File: config.mk
export PLATFORM = sky130hd
export DESIGN_NAME = turf_event_header_reader
export DESIGN_NICKNAME = d
export VERILOG_FILES = /design/src/rtl/turf_event_header_reader.sv
export SDC_FILE = /design/constraint.sdc
export NUM_CORES = 1
export LEC_CHECK = 0
export BUFFER_PORTS_ARGS = -buffer_cell sky130_fd_sc_hd__buf_2
export CORE_MARGIN = 5
export CORE_UTILIZATION = 42
export DETAILED_ROUTE_END_ITERATION = 8
export SYNTH_ARGS = -nofsm -noshare
export SYNTH_HDL_FRONTEND = slang
export SYNTH_SLANG_ARGS = --single-unit
File: constraint.sdc
create_clock -name clk33_i -period 4.1 [get_ports clk33_i]
set_input_delay 0.41 -clock clk33_i [delete_from_list [all_inputs] [get_ports clk33_i]]
set_output_delay 0.41 -clock clk33_i [all_outputs]
set_load 0.03 [all_outputs]
File: src/rtl/turf_event_header_reader.sv
//-----------------------------------------------------------------------------
// turf_event_header_reader
//
// Consumer side of the TURF event header RAM. Completed buffer numbers are
// queued in order of completion; for each one the 22 header words are read
// from the RAM one at a time and presented on a valid/ready stream. Once the
// final word of a header is accepted, a one-cycle release pulse frees that
// buffer back to the hold logic.
//
// Ports:
//   clk33_i           readout clock (event RAM read port lives here)
//   rst_n_i           asynchronous active-low reset
//   event_done_i      one-cycle pulse: header for event_buffer_i is complete
//   event_buffer_i    buffer number of the completed header
//   ram_addr_o        event RAM read address {buffer, word}
//   ram_rd_o          RAM read enable (data returns one cycle later)
//   ram_dat_i         RAM read data
//   hdr_dat_o         header word to the readout path
//   hdr_valid_o       hdr_dat_o is valid
//   hdr_ready_i       downstream accepts a word on valid && ready
//   hdr_last_o        final word of the header is being presented
//   hdr_buffer_o      buffer currently being streamed
//   release_o         one-cycle pulse after the last word is accepted
//   release_buffer_o  buffer being released (valid with release_o)
//   pending_o         pending-buffer queue occupancy
//   overflow_o        sticky: a completion was dropped on a full queue
//-----------------------------------------------------------------------------
`timescale 1ns/1ps

module turf_event_header_reader #(
  parameter int HEADER_WORDS = 22,
  parameter int QUEUE_DEPTH  = 4
) (
  input  logic        clk33_i,
  input  logic        rst_n_i,
  input  logic        event_done_i,
  input  logic [1:0]  event_buffer_i,
  output logic [7:0]  ram_addr_o,
  output logic        ram_rd_o,
  input  logic [15:0] ram_dat_i,
  output logic [15:0] hdr_dat_o,
  output logic        hdr_valid_o,
  input  logic        hdr_ready_i,
  output logic        hdr_last_o,
  output logic [1:0]  hdr_buffer_o,
  output logic        release_o,
  output logic [1:0]  release_buffer_o,
  output logic [2:0]  pending_o,
  output logic        overflow_o
);

  localparam int          PTR_W     = (QUEUE_DEPTH > 1) ? $clog2(QUEUE_DEPTH) : 1;
  localparam logic [2:0]  DEPTH_CNT = 3'(QUEUE_DEPTH);
  localparam logic [5:0]  LAST_WORD = 6'(HEADER_WORDS - 1);

  typedef enum logic [2:0] {
    S_IDLE,
    S_FETCH,
    S_LATCH,
    S_PRESENT,
    S_RELEASE
  } state_t;

  state_t           state;
  logic [1:0]       cur_buf;
  logic [5:0]       word_cnt;

  logic [1:0]       q_mem [QUEUE_DEPTH];
  logic [PTR_W-1:0] q_wr_ptr;
  logic [PTR_W-1:0] q_rd_ptr;
  logic [2:0]       q_count;
  logic [1:0]       q_head;
  logic             q_empty;
  logic             q_full;
  logic             q_push;
  logic             q_pop;
  logic             q_drop;

  // Circular pointer advance; handles depths that are not a power of two.
  function automatic logic [PTR_W-1:0] ptr_next(input logic [PTR_W-1:0] p);
    if (p == PTR_W'(QUEUE_DEPTH - 1))
      return '0;
    else
      return p + 1'b1;
  endfunction

  assign q_empty = (q_count == 3'd0);
  assign q_full  = (q_count == DEPTH_CNT);
  assign q_head  = q_mem[q_rd_ptr];

  // The queue pops exactly when the FSM leaves IDLE. A pop in the same cycle
  // frees a slot, so a completion arriving on a full queue is still accepted.
  assign q_pop   = (state == S_IDLE) && !q_empty;
  assign q_push  = event_done_i && (!q_full || q_pop);
  assign q_drop  = event_done_i && q_full && !q_pop;

  // Queue storage carries no reset: occupancy and pointers define validity.
  // At full, the write slot equals the slot being popped; the pop reads the
  // old entry before this edge overwrites it, so ordering is preserved.
  always_ff @(posedge clk33_i) begin
    if (q_push)
      q_mem[q_wr_ptr] <= event_buffer_i;
  end

  // Queue control
  always_ff @(posedge clk33_i or negedge rst_n_i) begin
    if (!rst_n_i) begin
      q_wr_ptr   <= '0;
      q_rd_ptr   <= '0;
      q_count    <= 3'd0;
      overflow_o <= 1'b0;
    end else begin
      if (q_push)
        q_wr_ptr <= ptr_next(q_wr_ptr);
      if (q_pop)
        q_rd_ptr <= ptr_next(q_rd_ptr);
      case ({q_push, q_pop})
        2'b10:   q_count <= q_count + 3'd1;
        2'b01:   q_count <= q_count - 3'd1;
        default: q_count <= q_count;
      endcase
      if (q_drop)
        overflow_o <= 1'b1;
    end
  end

  // Header read FSM. The RAM strobe/address are set on the edge entering
  // FETCH and cleared on the edge leaving it, so they are high only in FETCH.
  always_ff @(posedge clk33_i or negedge rst_n_i) begin
    if (!rst_n_i) begin
      state       <= S_IDLE;
      cur_buf     <= 2'd0;
      word_cnt    <= 6'd0;
      ram_rd_o    <= 1'b0;
      ram_addr_o  <= 8'd0;
      hdr_dat_o   <= 16'd0;
      hdr_valid_o <= 1'b0;
      release_o   <= 1'b0;
    end else begin
      case (state)
        // IDLE -> FETCH: take the oldest completed buffer
        S_IDLE: begin
          if (!q_empty) begin
            cur_buf    <= q_head;
            word_cnt   <= 6'd0;
            ram_rd_o   <= 1'b1;
            ram_addr_o <= {q_head, 6'd0};
            state      <= S_FETCH;
          end
        end
        // FETCH -> LATCH: read issued, data returns next cycle
        S_FETCH: begin
          ram_rd_o   <= 1'b0;
          ram_addr_o <= 8'd0;
          state      <= S_LATCH;
        end
        // LATCH -> PRESENT: capture RAM data into the output register
        S_LATCH: begin
          hdr_dat_o   <= ram_dat_i;
          hdr_valid_o <= 1'b1;
          state       <= S_PRESENT;
        end
        // PRESENT: hold word until accepted (valid is always high here)
        S_PRESENT: begin
          if (hdr_ready_i) begin
            hdr_valid_o <= 1'b0;
            if (word_cnt == LAST_WORD) begin
              release_o <= 1'b1;
              state     <= S_RELEASE;
            end else begin
              word_cnt   <= word_cnt + 6'd1;
              ram_rd_o   <= 1'b1;
              ram_addr_o <= {cur_buf, 6'(word_cnt + 6'd1)};
              state      <= S_FETCH;
            end
          end
        end
        // RELEASE -> IDLE: single-cycle release pulse
        S_RELEASE: begin
          release_o <= 1'b0;
          state     <= S_IDLE;
        end
        default: begin
          ram_rd_o    <= 1'b0;
          ram_addr_o  <= 8'd0;
          hdr_valid_o <= 1'b0;
          release_o   <= 1'b0;
          state       <= S_IDLE;
        end
      endcase
    end
  end

  assign hdr_last_o       = hdr_valid_o && (word_cnt == LAST_WORD);
  assign hdr_buffer_o     = cur_buf;
  assign release_buffer_o = cur_buf;
  assign pending_o        = q_count;

endmodule
==> insert_results.sql <==
INSERT INTO impl_metrics (metric_group, metric, value, unit) VALUES
('pwr', 'power.switching_fraction', '43.02', '%'),
('pwr', 'pwr_density_cell', '797.6', 'nW/µm²'),
('sta', 'min_period', '2.393', 'ns'),
('critical_path', 'setup.worst_path.start_class', 'flip-flop', ''),
('die', 'initial_utilization', '43.03', '%'),
('sta', 'timing_worst_slew_pin_value', '1.024', 'ns'),
('routing', 'drt_first_iter_violations', '38', ''),
('pwr', 'share_clk_of_total_power', '14.2', '%'),
('sta', 'worst_clock_skew', '0.003966', 'ns'),
('critical_path', 'critical_path_arrival', '2.62', 'ns'),
('synth', 'synth_edf_count', '8', ''),
('global_route', 'aggregate_global_routing_overflow', '0', ''),
('die', 'io_pins', '58', ''),
('job', 'count_of_maximum_capacitance_violations', '0', ''),
('clock_tree', 'postCtsSetupBuffers', '0', ''),
('sta', 'max_freq', '417.9', 'MHz'),
('layout', 'most_frequent_cells_in_the_layout', '57 x sky130_fd_sc_hd__buf_2, 46 x sky130_fd_sc_hd__dfrtp_1, 13 x sky130_fd_sc_hd__mux2_1', ''),
('global_route', 'vias_in_the_first_global_route', '1581', ''),
('layout', 'fin_nets', '278', ''),
('clock_tree', 'post_cts_hold_buffer_count', '0', ''),
('clock_tree', 'cts.clk_slew.worst_paths', '0.09', 'ns'),
('pwr', 'p_switching', '1011', 'µW'),
('die', 'die_w', '87.65', 'µm'),
('die', 'placementRows', '28', ''),
('layout', 'summed_area_of_non_filler_cells_in_the_final_layout', '2947', 'µm²'),
('routing', 'drt_pre_antenna_iters', '4', ''),
('placement', 'dp_hpwl', '3.412', 'mm'),
('status', 'status', 'completed', ''),
('critical_path', 'cp-end-kind', 'flip-flop', ''),
('worst_hold_path', 'worstHoldPathType', 'in2async', ''),
('die', 'fp.dieH', '87.65', 'µm'),
('sta', 'slew_violations', '0', ''),
('global_route', 'number_of_antenna_violations_at_the_first_check_in_global_routing', '0', ''),
('synth', 'synth_fp_nets', '223', ''),
('clock_tree', 'tritoncts_num_sinks', '54', ''),
('clock_tree', 'cts_max_level', '2', ''),
('global_route', 'grt_max_degree', '47', ''),
('global_route', 'grt_first_pass_wirelength', '7.334', 'mm'),
('synth', 'ys_async_sr_fraction', '85.19', '%'),
('routing', 'vias', '1623', ''),
('clock_tree', 'clock_insertion_delay_worst_skew', '0.30', 'ns'),
('synth', 'synth_area_per_cell', '13.12', 'µm²'),
('synth', 'synth.lib_cells_used.distinct', '47', ''),
('clock_tree', 'cts_buffer_depth', '2', ''),
('critical_path', 'worstPathMaxFanout', '11', ''),
('layout', 'antenna_cells', '0', ''),
('placement', 'preCtsSetupSlack', '1.720', 'ns'),
('layout', 'fraction_of_layout_instances_using_a_drive_strength_above_1', '35.34', '%'),
('placement', 'routabilityCongestion', '0.6880', ''),
('routing', 'wl_per_cell', '14.20', 'µm'),
('synth', 'cell_count_after_synthesis', '193', ''),
('placement', 'place_area', '2836', 'µm²'),
('sta', 'hold_viol', '0', ''),
('layout', 'n_fill_cell', '540', ''),
('placement', 'portBuffers', '57', ''),
('pwr', 'seqPwrFrac', '40.0', '%'),
('layout', 'layout.cells.most_common', 'sky130_fd_sc_hd__buf_2', ''),
('sta', 'postLayoutSetupSlackWorst', '1.707', 'ns'),
('pwr', 'power.internal', '1339', 'µW'),
('die', 'core_region_area', '5886', 'µm²'),
('critical_path', 'crit_required', '4.33', 'ns'),
('sta', 'setup_total_negative_slack', '0', 'ns'),
('clock_tree', 'cts_resized', '0', ''),
('synth', 'yosys_warnings', '0', ''),
('layout', 'layout.area.seq', '1391', 'µm²'),
('sta', 'report.final.setup_viol', '0', ''),
('sta', 'finalCritPeriodShare', '58.37', '%'),
('critical_path', 'critPathKind', 'reg2reg', ''),
('layout', 'multiInputGateArea', '1028', 'µm²'),
('routing', 'postRouteWirelength', '4.600', 'mm'),
('die', 'die_area', '7683', 'µm²');
sequential cells by signal, indices dropped and copies added, names as in the netlist:
signal        cells
overflow_o        1
ram_addr_o        8
word_cnt          6
q_wr_ptr          2
pending_o         3
q_mem             8
hdr_buffer_o      2
hdr_valid_o       1
ram_rd_o          1
release_o         1
q_rd_ptr          2
hdr_dat_o        16
state             3
power by group through the flow:
stage                     clock, µW  combinational, µW  sequential (µW)
after global placement            0               1090              945
after floorplan                   0                628             1160
after detailed placement          0               1100              954
after global routing            366               1180              975
after CTS                       349               1100              942
final                           334               1080              939
worst paths after layout:
check / start / to / slack, ns / cells past startpoint
max: state[0]$_DFFE_PN0P_ / pending_o[1]$_DFFE_PN0P_ / 1.71 / 8
min: rst_n_i / q_rd_ptr[0]$_DFFE_PN0N_ / 0.28 / 1
max reg2reg: state[0]$_DFFE_PN0P_ / pending_o[1]$_DFFE_PN0P_ / 1.71 / 8
min reg2reg: ram_addr_o[3]$_DFFE_PN0P_ / ram_addr_o[3]$_DFFE_PN0P_ / 0.48 / 1
max in group asynchronous: rst_n_i / pending_o[2]$_DFFE_PN0P_ / 3.19 / 1
min in group clk33_i: event_buffer_i[0] / q_mem[2][0]$_DFFE_PP_ / 0.32 / 1
final cells by class:
class | instances | share of cell area (%)
tap | 75 | 3.185
timing repair buffer | 57 | 9.682
multi-input combinational | 120 | 34.90
sequential | 54 | 47.22
inverter | 10 | 1.274
clock buffer | 8 | 3.737
synth_stat cells (2+ instances only):
cell type                   count  area, µm²
sky130_fd_sc_hd__a21o_1         8      60.06
sky130_fd_sc_hd__a21oi_1        4      20.02
sky130_fd_sc_hd__a31oi_1        3      18.77
sky130_fd_sc_hd__a31oi_4        2      42.54
sky130_fd_sc_hd__and2_1         5      31.28
sky130_fd_sc_hd__and3_1         4      25.02
sky130_fd_sc_hd__buf_4          5      37.54
sky130_fd_sc_hd__buf_6          3      33.78
sky130_fd_sc_hd__dfrtp_1       46       1151
sky130_fd_sc_hd__edfxtp_1       8      240.2
sky130_fd_sc_hd__ha_1           7      87.58
sky130_fd_sc_hd__inv_1          9      33.78
sky130_fd_sc_hd__mux2_1        13      146.4
sky130_fd_sc_hd__mux2_2         6      67.56
sky130_fd_sc_hd__mux2_4         2      30.03
sky130_fd_sc_hd__mux2i_1        4      40.04
sky130_fd_sc_hd__nand2_1        7      26.28
sky130_fd_sc_hd__nand2_2        2      12.51
sky130_fd_sc_hd__nand3_1        5      25.02
sky130_fd_sc_hd__nor2_1         9      33.78
sky130_fd_sc_hd__nor3_1         3      15.01
sky130_fd_sc_hd__nor3_4         2      32.53
sky130_fd_sc_hd__o21ai_0        5      25.02
sky130_fd_sc_hd__o221ai_1       2      17.52
sky130_fd_sc_hd__o2bb2ai_1      3      26.28
sky130_fd_sc_hd__xnor2_1        3      26.28
sky130_fd_sc_hd__xor2_1         3      26.28
stage by stage:
step	utilization (%)	power [µW]
global placement	48.19	2032
detailed placement	48.19	2052
floorplan	-	1791
global route	50.06	2517
CTS	50.06	2392
finish	50.06	2350
logic make-up (layout without fill, tap and decap cells):
group	after synthesis	in the layout	share of synthesized area [%]
adders and majority gates	8	8	4.249
AOI/OAI and AO/OA	37	37	11.91
xor gates and xnor gates	6	6	2.075
DFF	54	54	54.94
muxes	26	26	12.10
and+or+nand+nor	43	43	10.28
buffers and inverters	19	75	4.446
metal layers:
metal | routed length (µm) | GRT usage, % | vias to the layer above | part of all wire [%]
met5 | 0 | 0 | - | 0
met2 | 2144 | 19.79 | 47 | 47
met1 | 2076 | 15.93 | 775 | 45
met3 | 295 | 2.728 | 7 | 6.4
li1 | - | - | 794 | -
met4 | 85 | 5.439 | 0 | 1.8
worst max-delay path, cell delays in order (launching register included):
cell                        delay, ns
sky130_fd_sc_hd__dfrtp_1         0.55
sky130_fd_sc_hd__or3_4           0.49
sky130_fd_sc_hd__nor3_1          0.25
sky130_fd_sc_hd__inv_1           0.09
sky130_fd_sc_hd__fa_1            0.46
sky130_fd_sc_hd__inv_1           0.07
sky130_fd_sc_hd__o221ai_1        0.09
sky130_fd_sc_hd__a31oi_1         0.16
sky130_fd_sc_hd__a2bb2oi_1       0.17
No activity file was read; power rests on OpenSTA's default activity.
